==> config.mk <==
export PLATFORM = sky130hd
export DESIGN_NAME = chia_4bit_flat
export DESIGN_NICKNAME = d
export VERILOG_FILES = /design/src/rtl/chia_4bit_if.sv /design/src/rtl/chia_4bit.sv /design/src/flat_wrapper.sv
export SDC_FILE = /design/constraint.sdc
export NUM_CORES = 1
export LEC_CHECK = 0
export BUFFER_PORTS_ARGS = -buffer_cell sky130_fd_sc_hd__buf_4
export CAP_MARGIN = 40
export CELL_PAD_IN_SITES_DETAIL_PLACEMENT = 1
export CELL_PAD_IN_SITES_GLOBAL_PLACEMENT = 2
export CORE_ASPECT_RATIO = 1.25
export CORE_MARGIN = 2
export CORE_UTILIZATION = 38
export CTS_BUF_LIST = sky130_fd_sc_hd__clkbuf_8
export DETAILED_ROUTE_END_ITERATION = 12
export PLACE_DENSITY_LB_ADDON = 0.2
export SLEW_MARGIN = 20
export SYNTH_ARGS = -nofsm -noshare
export SYNTH_HDL_FRONTEND = slang
export SYNTH_SLANG_ARGS = --single-unit
==> constraint.sdc <==
create_clock -name clk -period 3.67 [get_ports clk]
set_clock_uncertainty 0.15 [all_clocks]
set_input_delay 0.367 -clock clk [delete_from_list [all_inputs] [get_ports clk]]
set_output_delay 0.367 -clock clk [all_outputs]
set_load 0.01 [all_outputs]
==> src/rtl/chia_4bit_if.sv <==
// Start/done handshake bundle for the 8/4 restoring divider.
// The master drives operands; the slave returns results.
interface chia_4bit_if;
    logic       start;
    logic [7:0] a;
    logic [3:0] b;
    logic [7:0] q;
    logic [3:0] r;
    logic       busy;
    logic       done;
    logic       div0;

    modport master (
        output start, a, b,
        input  q, r, busy, done, div0
    );

    modport slave (
        input  start, a, b,
        output q, r, busy, done, div0
    );
endinterface

==> src/rtl/chia_4bit.sv <==
// Sequential restoring divider: 8-bit dividend / 4-bit divisor.
// One quotient bit per clock, MSB first; inverse of the 4x4 multiplier.
module chia_4bit (
    input  logic        clk,
    input  logic        rst,
    chia_4bit_if.slave  bus
);
    typedef enum logic {IDLE, BUSY} state_t;

    state_t     state_q;
    logic [7:0] dvd_q;
    logic [3:0] pr_q;
    logic [3:0] dvs_q;
    logic [2:0] cnt_q;
    logic [7:0] q_q;
    logic [3:0] r_q;
    logic       busy_q;
    logic       done_q;
    logic       div0_q;

    logic [4:0] t_d;
    logic       ge_d;
    logic [3:0] pr_d;
    logic [7:0] dvd_d;

    // The 5-bit partial remainder only exists as t; after each step it is
    // below the divisor, so four stored bits are enough.
    always_comb begin
        t_d   = {pr_q, dvd_q[7]};
        ge_d  = t_d >= {1'b0, dvs_q};
        pr_d  = ge_d ? (t_d[3:0] - dvs_q) : t_d[3:0];
        dvd_d = {dvd_q[6:0], ge_d};
    end

    always_ff @(posedge clk or posedge rst) begin
        if (rst) begin
            state_q <= IDLE;
            dvd_q   <= '0;
            pr_q    <= '0;
            dvs_q   <= '0;
            cnt_q   <= '0;
            q_q     <= '0;
            r_q     <= '0;
            busy_q  <= 1'b0;
            done_q  <= 1'b0;
            div0_q  <= 1'b0;
        end else begin
            done_q <= 1'b0;
            case (state_q)
                IDLE: begin
                    if (bus.start) begin
                        if (bus.b == 4'd0) begin
                            q_q    <= 8'hFF;
                            r_q    <= bus.a[3:0];
                            div0_q <= 1'b1;
                            done_q <= 1'b1;
                        end else begin
                            dvd_q   <= bus.a;
                            pr_q    <= '0;
                            cnt_q   <= 3'd7;
                            dvs_q   <= bus.b;
                            div0_q  <= 1'b0;
                            busy_q  <= 1'b1;
                            state_q <= BUSY;
                        end
                    end
                end
                BUSY: begin
                    // Quotient bits shift into the vacated dividend LSBs.
                    dvd_q <= dvd_d;
                    pr_q  <= pr_d;
                    cnt_q <= cnt_q - 3'd1;
                    if (cnt_q == 3'd0) begin
                        q_q     <= dvd_d;
                        r_q     <= pr_d;
                        done_q  <= 1'b1;
                        busy_q  <= 1'b0;
                        state_q <= IDLE;
                    end
                end
            endcase
        end
    end

    assign bus.q    = q_q;
    assign bus.r    = r_q;
    assign bus.busy = busy_q;
    assign bus.done = done_q;
    assign bus.div0 = div0_q;
endmodule
==> src/flat_wrapper.sv <==
// flat-port wrapper written by rule: the top's interface ports become plain ports
module chia_4bit_flat 
  (clk, rst, bus_start, bus_a, bus_b, bus_q, bus_r, bus_busy, bus_done, bus_div0);
  chia_4bit_if bus_i ();
  input  logic clk;
  input  logic rst;
  input wire logic [$bits(bus_i.start)-1:0] bus_start;
  input wire logic [$bits(bus_i.a)-1:0] bus_a;
  input wire logic [$bits(bus_i.b)-1:0] bus_b;
  output wire logic [$bits(bus_i.q)-1:0] bus_q;
  output wire logic [$bits(bus_i.r)-1:0] bus_r;
  output wire logic [$bits(bus_i.busy)-1:0] bus_busy;
  output wire logic [$bits(bus_i.done)-1:0] bus_done;
  output wire logic [$bits(bus_i.div0)-1:0] bus_div0;
  assign bus_i.start = bus_start;
  assign bus_i.a = bus_a;
  assign bus_i.b = bus_b;
  assign bus_q = bus_i.q;
  assign bus_r = bus_i.r;
  assign bus_busy = bus_i.busy;
  assign bus_done = bus_i.done;
  assign bus_div0 = bus_i.div0;
  chia_4bit u_core (.clk(clk), .rst(rst), .bus(bus_i));
endmodule
==> metrics.yaml <==
status: "complete, no violations"
dp_cells: 259
setup_ws_ns: 1.27
slew_violations: 0
grt_start_max_net_pins: 36
reg2reg_slack_ns: 1.27
power_density_nw_per_um2: 995
required_ns: 3.68
dpl_worst_slack_ns: 1.29
synthCells: 178
core-area_um2: 4390
antenna_left: 0
synth-main-ff-cell: "dfrtp_1"
worstMarginPinSlew_ns: 0.758
path_cells: "clkinv_1 -> a2111oi_0 -> a211oi_1"
synth_top_family_by_area: "simple AND/OR/NAND/NOR gates"
clockBufferDepth: 2
critPathLaunchType: "register"
hold_viol: 0
antenna_cells: 0
cts_tree: "yes"
critPathSlowestCell: "dfrtp_1"
grt_setup_unrepaired: "no"
synth_area_um2: 1720
ctsResizeCount: 0
die_h_um: 79.3
cp-end-kind: "register"
drt_pass1_iterations: 4
placement.cell_area_um2: 1980
start_util_pct: 39.2
clk_pin_slew_worst_paths_ns: 0.07
slowest_delay_ns: 0.84
root_buffer: "clkbuf_8"
grt_busiest_layer: "met2"
max-vdd-ir-drop_v: 0.000493
fp-row-count: 27
critPathMaxFanout: 21
synth_edf_count: 0
h-tree-depth: 2
max_freq_mhz: 417
cap_violations: 0
layout-drive-gt1-share_pct: 23.1
grt-ovfl-total: 0
synthAdderAreaFrac_pct: 5.52
drc: 0
post-cts-setup-buffers: 0
cts_hold_buf: 0
vias_per_cell: 5.23
synth_compound_area_share_pct: 15.5
grt_usage_pct: 19.1
synthesis.nets: 200
chipWidth_um: 64.2
design_area_um2: 2060
antenna_found_initial: 0
cts_buffers: 5
period_share_pct: 65.4
grt_pass1_vias: 1509
use_met3_pct: 4.53
crit_buf_inv: 1
yosysWarnings: 0
gp_congestion: 0.743
relSlewSlack_pct: 49.5
area_growth_pct: 19.8
leakage_nw: 0.964
finalNonFillerCells: 266
min_period_ns: 2.40
yosysSeqAreaShare_pct: 50.8
ys_seq_elements: 35
postSynthAreaPerCell_um2: 9.68
synth_xor_area_share_pct: 1.02
grt_use_met2_pct: 34.8
grt_pass1_wl_um: 7310
postLayoutCoreUtil_pct: 47.0
clk_latency_ns: 0.29
final_nets: 230
synth.area.mux_share_pct: 3.20
fin_tns_setup_ns: 0
hp-class: "in -> async"
ios: 30
port-buffer-count: 29
grt_util_met1_pct: 21.3
wl_per_cell_um: 16.2
synth-simple-area-share_pct: 19.0
hpwl_um: 3180
vias: 1390
first_iter_violations: 65
setup_viol: 0
dieArea_um2: 5090
worstPathArrival_ns: 2.41
wl_um: 4310
async_reset_ff_share_pct: 100
worst-setup-path-type: "reg -> reg"
crit_family: "flip-flops"
cts_sinks: 35
synth.distinct_cells: 42
sequential cells by signal (all words and copies together), names as in the netlist, 3 cells and up:
name and cells:
u_core.dvs_q 4, u_core.bus.r 4, u_core.dvd_q 8, u_core.cnt_q 3, u_core.pr_q 4, u_core.bus.q 8
cells in the final DEF, fill, tap and decap left out, drive strengths merged, types with 2 or more instances in the layout:
cell / n
nand2b: 2
and2: 2
mux2i: 4
ha: 6
nor3: 4
buf: 30
a31oi: 8
nand2: 29
dfrtp: 35
o22a: 2
nor4: 2
clkbuf: 6
nor2: 22
clkinv: 2
o21ai: 13
a21oi: 11
and3: 3
a21o: 3
inv: 10
tightest hold or removal path, delay by kind of cell:
family | cells | cell delay, ns
buffers and inverters | 3 | 0.55
Yosys cell counts, types with 2 or more instances:
| master | number | area share [%] |
|---|---|---|
| o21ai_1 | 2 | 0.58 |
| nand2_1 | 27 | 5.9 |
| inv_1 | 10 | 2.2 |
| o22a_1 | 2 | 1.0 |
| nor2_1 | 21 | 4.6 |
| a31oi_1 | 8 | 2.9 |
| ha_1 | 6 | 4.4 |
| nor3_1 | 2 | 0.58 |
| a21o_1 | 3 | 1.3 |
| nor3_2 | 2 | 1.2 |
| dfrtp_1 | 35 | 51 |
| clkbuf_1 | 3 | 0.65 |
| nand2b_1 | 2 | 0.73 |
| and3_1 | 3 | 1.1 |
| o21ai_0 | 10 | 2.9 |
| mux2i_1 | 4 | 2.3 |
| buf_4 | 3 | 1.3 |
| a21oi_1 | 10 | 2.9 |
| nor4_1 | 2 | 0.73 |
final timing paths:
path,start,to,depth (start not counted)
setup / recovery,u_core.state_q,u_core.pr_q[3],3
hold / removal,rst,u_core.bus.done,3
max in group asynchronous,rst,u_core.bus.div0,3
min in group clk,bus_b[2],u_core.dvs_q[2],3
setup reg to reg,u_core.state_q,u_core.pr_q[3],3
hold reg to reg,u_core.bus.busy,u_core.bus.busy,1
routing by layer:
metal / up-vias / part of all wire [%] / wire length [µm]
met4: 0 / 2.1 / 89
met2: 26 / 54 / 2350
met5: - / 0 / 0
li1: 663 / - / -
met1: 693 / 40 / 1730
met3: 8 / 3.4 / 148
where the power goes:
group / switching, mW / internal, mW
Sequential: 0.162 / 0.582
Combinational: 0.566 / 0.456
Clock: 0.140 / 0.147
Total: 0.868 / 1.19
cell families after synthesis:
kind of cell             Yosys count
buffers and inverters             18
multiplexers                       5
flip-flops                        35
adder cells (fa/ha/maj)            7
XOR/XNOR                           2
AND/OR/NAND/NOR                   68
AO/OA/AOI/OAI                     43
cell type report:
type	count	area (µm²)
Multi-Input combinational cell	125	761
Fill cell	519	2330
Inverter	11	41.3
Timing Repair Buffer	30	225
Clock buffer	6	82.6
Clock inverter	1	5.00
Sequential cell	35	876
Tap cell	58	72.6
metrics by stage:
stage	total power [mW]	hold WS, ns
after CTS	2.08	0.0588
after global placement	1.70	0.318
after floorplan	1.45	0.311
after detailed placement	1.79	0.328
after global routing	2.25	0.0751
final	2.05	0.0387
Power figures use the tool's default switching activity.
